<file path="src/rtl/gray_step_counter.sv">
// Up/down Gray-code step counter with synchronous load and count enable.
// The binary count is the true state; gray, wrap and flip are registered beside it.
module gray_step_counter #(
  parameter int N = 4
) (
  input  logic         clk,
  input  logic         reset,
  input  logic         pulse,
  input  logic         enable,
  input  logic         up_down,
  input  logic         load,
  input  logic [N-1:0] load_val,
  output logic [N-1:0] gray,
  output logic [N-1:0] bin,
  output logic         wrap,
  output logic [N-1:0] flip
);

  logic [N-1:0] bin_q,  bin_d;
  logic [N-1:0] gray_q, gray_d;
  logic [N-1:0] flip_q, flip_d;
  logic         wrap_q, wrap_d;

  logic         stepEn;
  logic [N-1:0] stepBin;
  logic         stepWrap;

  assign stepEn = pulse & enable;

  always_comb begin
    stepBin  = bin_q;
    stepWrap = 1'b0;
    if (up_down) begin
      stepBin  = bin_q + N'(1);
      stepWrap = (bin_q == {N{1'b1}});
    end else begin
      stepBin  = bin_q - N'(1);
      stepWrap = (bin_q == {N{1'b0}});
    end
  end

  // Priority is load > step > hold; reset is applied in the register block.
  always_comb begin
    bin_d  = bin_q;
    gray_d = gray_q;
    wrap_d = 1'b0;
    flip_d = '0;
    if (load) begin
      bin_d  = load_val;
      gray_d = load_val ^ (load_val >> 1);
    end else if (stepEn) begin
      bin_d  = stepBin;
      gray_d = stepBin ^ (stepBin >> 1);
      wrap_d = stepWrap;
      flip_d = gray_q ^ (stepBin ^ (stepBin >> 1));
    end
  end

  always_ff @(posedge clk) begin
    if (!reset) begin
      bin_q  <= '0;
      gray_q <= '0;
      wrap_q <= 1'b0;
      flip_q <= '0;
    end else begin
      bin_q  <= bin_d;
      gray_q <= gray_d;
      wrap_q <= wrap_d;
      flip_q <= flip_d;
    end
  end

  assign bin  = bin_q;
  assign gray = gray_q;
  assign wrap = wrap_q;
  assign flip = flip_q;

endmodule

</file>
<file path="config.mk">
export PLATFORM = sky130hd
export DESIGN_NAME = gray_step_counter
export DESIGN_NICKNAME = d
export VERILOG_FILES = /design/src/rtl/gray_step_counter.sv
export SDC_FILE = /design/constraint.sdc
export NUM_CORES = 1
export LEC_CHECK = 0
export BUFFER_PORTS_ARGS = -buffer_cell sky130_fd_sc_hd__buf_4
export CAP_MARGIN = 20
export CELL_PAD_IN_SITES_DETAIL_PLACEMENT = 0
export CELL_PAD_IN_SITES_GLOBAL_PLACEMENT = 1
export CORE_MARGIN = 2
export CORE_UTILIZATION = 37
export CTS_CLUSTER_DIAMETER = 200
export DETAILED_ROUTE_END_ITERATION = 10
export PLACE_DENSITY_LB_ADDON = 0.25
export SLEW_MARGIN = 10
export SYNTH_ARGS = -nofsm -noshare
export SYNTH_HDL_FRONTEND = slang
export SYNTH_SLANG_ARGS = --single-unit
</file>
<file path="constraint.sdc">
create_clock -name clk -period 5.3 [get_ports clk]
set_input_delay 0.53 -clock clk [delete_from_list [all_inputs] [get_ports clk]]
set_output_delay 0.53 -clock clk [all_outputs]
set_load 0.005 [all_outputs]
</file>
==> results.env <==
RUN_STATUS='complete, no violations'
CTS.ROOT.BUFFER_CELL='sky130_fd_sc_hd__clkbuf_4'
POWER.SHARE.SEQUENTIAL_PCT=40.9
MAX-CLOCK-PATH-BUFFERS=2
FILL_CELLS=183
SYNTH.MOST_COMMON_CELL='sky130_fd_sc_hd__dfxtp_1'
CLOCK-SINKS=12
NUM_ANTENNA_CELLS=0
FINALMAXSLEWVIOLATIONS=0
TIGHTESTPINTRANSITION_PS=349
SETUP_TOTAL_NEGATIVE_SLACK_PS=0
YOSYS.AREA.TOP_TYPE_SHARE_PCT=36.1
AREA_DELTA_SYNTH_FINAL_PCT=32.7
ENDPOINT_KIND='register'
SEQUENTIAL_FRACTION_OF_THE_SYNTHESIS_AREA_PCT=36.1
DRTITER0DRC=8
INITIAL_CORE_UTIL_PCT=39.0
SYNTH-WARNING-COUNT=0
FINAL_NETS=112
WORST_SKEW_PAIR_LATENCY_PS=270
POST_DP_HPWL_UM=1130
DIE_OUTLINE_AREA_SQ_MM=0.00215
WORST-SETUP-PATH-TYPE='register to register'
P_LEAK_uW=0.000412
MAX_CAP_VIOL_COUNT=0
MAXSLEWHEADROOM_PCT=76.7
SYNTH-EDFF-COUNT=0
SYNTH_ASYNC_SR_FLOP_SHARE_PCT=0
DIE_Y_UM=46.4
TIMING.CRITICAL_PATH.FROM_TYPE='register'
FLOORPLAN.IO_PINS=23
FIRSTDRTPASSITERS=4
DRT-TOTAL-WL_UM=1470
ROUTED_VIA_DENSITY=4.85
SHARE_OF_POST_ROUTE_CELLS_WITH_DRIVE_STRENGTH_ABOVE_1_PCT=29.6
CRITICAL_PATH_ARRIVAL_PS=2180
POSTLAYOUTCOREUTIL_PCT=51.7
ACHIEVABLE-FREQUENCY_MHz=496
FINAL_HOLD_VIOL_COUNT=0
INTERNAL_POWER_uW=178
GRT_SETUP_UNREPAIRED='no'
CLK_PIN_SLEW_PS=80
FINALCLOCKSKEW_PS=4.61
DRT_DRC_VIOLATIONS_LEFT=0
BUFFER_PORTS.INSERTED=22
CRIT_REQUIRED_PS=5460
CORE.ROWCOUNT=15
GRT_PASS1_WL_UM=2310
POST_CTS_HOLD_BUFFER_COUNT=0
CTS_TREE='done'
GPL.FINAL_WEIGHTED_CONGESTION=0.770
GRT_MAX_DEGREE=10
SETUP_VIOL=0
CTS_RESIZED=0
PERIOD_SHARE_PCT=38.1
SEQUENTIAL_CELL_AREA_SQ_UM=240
TIMING.FINAL.CRIT_PERIOD_PS=2020
MIN-DELAY-PATH-CLASS='input pin to register'
SYNTHESIS.NETS=88
NUMBER_OF_INSTANCES_IN_THE_SYNTHESIZED_NETLIST=75
POWER_PER_CELL_AREA_mW_PER_MM2=284
MAXIMUM_IR_DROP_ON_THE_VDD_RAIL_mV=0.124
CORE_AREA_SQ_MM=0.00171
FINAL_AREA_SQ_UM=883
ANTENNA_FOUND_INITIAL=0
TOTAL_SWITCHING_POWER_uW=73.5
CHIPWIDTH_UM=46.4
VIA_COUNT_OF_THE_FIRST_GLOBAL_ROUTING_PASS=542
CRIT_PATH_MAX_FANOUT=6
SYNTH_FF_TYPE='sky130_fd_sc_hd__dfxtp_1'
SYNTH_TOP_CELL_BY_AREA='sky130_fd_sc_hd__dfxtp_1'
CLKPWRFRAC_PCT=29.7
HTREE_LEVELS=1
GRT_REMAINING_OVERFLOW=0
NUMBER_OF_DISTINCT_STANDARD_CELLS_REFERENCED_BY_THE_SYNTHESIZED_NETLIST=27
SW_FRAC_OF_TOTAL_PCT=29.2
DR_TOTAL_VIAS=596
SYNTH_TOP_CELLS_BY_AREA='sky130_fd_sc_hd__dfxtp_1, sky130_fd_sc_hd__xnor2_1, sky130_fd_sc_hd__xor2_1'
TRITONCTS.NUM_BUFFERS=3
POST_DP_CELL_AREA_SQ_UM=847
MULTI_INPUT_COMB_AREA_SQ_UM=392
AVGROUTEDWIREPERCELL_UM=12.0
POST_SYNTH_INSTANCE_AREA_SQ_UM=666
ANTENNA_VIOLATING_NETS_POST_ROUTE=0
POWER_FRAC_COMB_PCT=29.3
SYNTH.AVG_CELL_AREA_SQ_UM=8.88
GRT_USE_TOTAL_PCT=15.3
POST_CTS.REPAIR.SETUP_BUFFERS=0
NETLIST_TOP_CELLS_COUNT='sky130_fd_sc_hd__dfxtp_1, sky130_fd_sc_hd__nand2_1, sky130_fd_sc_hd__nor2_1, sky130_fd_sc_hd__xnor2_1'
FLOP_AND_LATCH_COUNT_OUT_OF_SYNTHESIS=12
==> power groups by stage <==
stage | clock network, uW | logic (uW) | registers [uW]
2_1_floorplan | 0 | 50.2 | 104
3_3_place_gp | 0 | 73.6 | 105
3_5_place_dp | 0 | 73.9 | 105
4_1_cts | 76.1 | 74.3 | 103
5_1_grt | 79.9 | 81.1 | 104
6_report | 74.7 | 73.7 | 103
==> routing by layer <==
layer  vias to the layer above  share of wire, %  global-route usage [%]
li1                        302                 -                       -
met1                       278                49                    20.5
met2                        12                45                    23.1
met3                         4               5.0                    3.53
met4                         0               1.8                    6.86
met5                         -                 0                       0
==> registers in the layout, indices dropped and copies added, names as in the netlist <==
name	flops
bin	4
flip	4
gray	3
wrap	1
==> cells in the final DEF (no fill, tap or decap), types with 2 or more instances in the layout <==
master                     Yosys  routed
sky130_fd_sc_hd__a211oi_1      3       3
sky130_fd_sc_hd__a21oi_1       5       5
sky130_fd_sc_hd__buf_4         1      22
sky130_fd_sc_hd__clkbuf_4      0       3
sky130_fd_sc_hd__dfxtp_1      12      12
sky130_fd_sc_hd__ha_1          2       2
sky130_fd_sc_hd__inv_1         5       5
sky130_fd_sc_hd__nand2_1       8       8
sky130_fd_sc_hd__nand3_1       2       2
sky130_fd_sc_hd__nor2_1        8       8
sky130_fd_sc_hd__o21ai_0       2       2
sky130_fd_sc_hd__xnor2_1       6       6
sky130_fd_sc_hd__xor2_1        5       5
==> metrics by stage <==
step / worst slack, ps / std cells / power, uW / hold WS (ps)
floorplan: 3440 / 75 / 154 / 499
global placement: 3210 / 119 / 179 / 506
detailed placement: 3170 / 119 / 179 / 514
CTS: 3250 / 123 / 253 / 512
global route: 3140 / 123 / 265 / 522
finish: 3280 / 123 / 251 / 509
==> cell type report <==
class,count,area share (%)
repair buffers,22,18.7
clock buffers,4,4.11
well taps,25,3.54
inverters,5,2.12
multi-input cells,55,44.3
flip-flops and latches,12,27.2
==> kinds of logic after synthesis <==
group	count (synthesis)	synth area share [%]
XOR/XNOR	13	20.3
buffers and inverters	8	5.08
AO/OA/AOI/OAI	17	17.3
adder cells (fa/ha/maj)	3	6.77
flip-flops	12	36.1
AND/OR/NAND/NOR	22	14.5
==> final timing paths <==
| check | start | end | slack (ps) | depth (start not counted) |
|---|---|---|---|---|
| min reg2reg | gray[0] | gray[0] | 530 | 2 |
| max | bin[0] | gray[1] | 3280 | 7 |
| max reg2reg | bin[0] | gray[1] | 3280 | 7 |
| min | load | gray[1] | 510 | 2 |
==> critical path: stages, from the launching register on <==
cell	delay, ps
sky130_fd_sc_hd__dfxtp_1	440
sky130_fd_sc_hd__inv_1	120
sky130_fd_sc_hd__fa_1	410
sky130_fd_sc_hd__xor2_1	340
sky130_fd_sc_hd__xnor2_1	210
sky130_fd_sc_hd__nor2_1	70
sky130_fd_sc_hd__a211oi_1	240
sky130_fd_sc_hd__a211oi_1	80
Note: power is estimated with default switching activity, not from simulation.
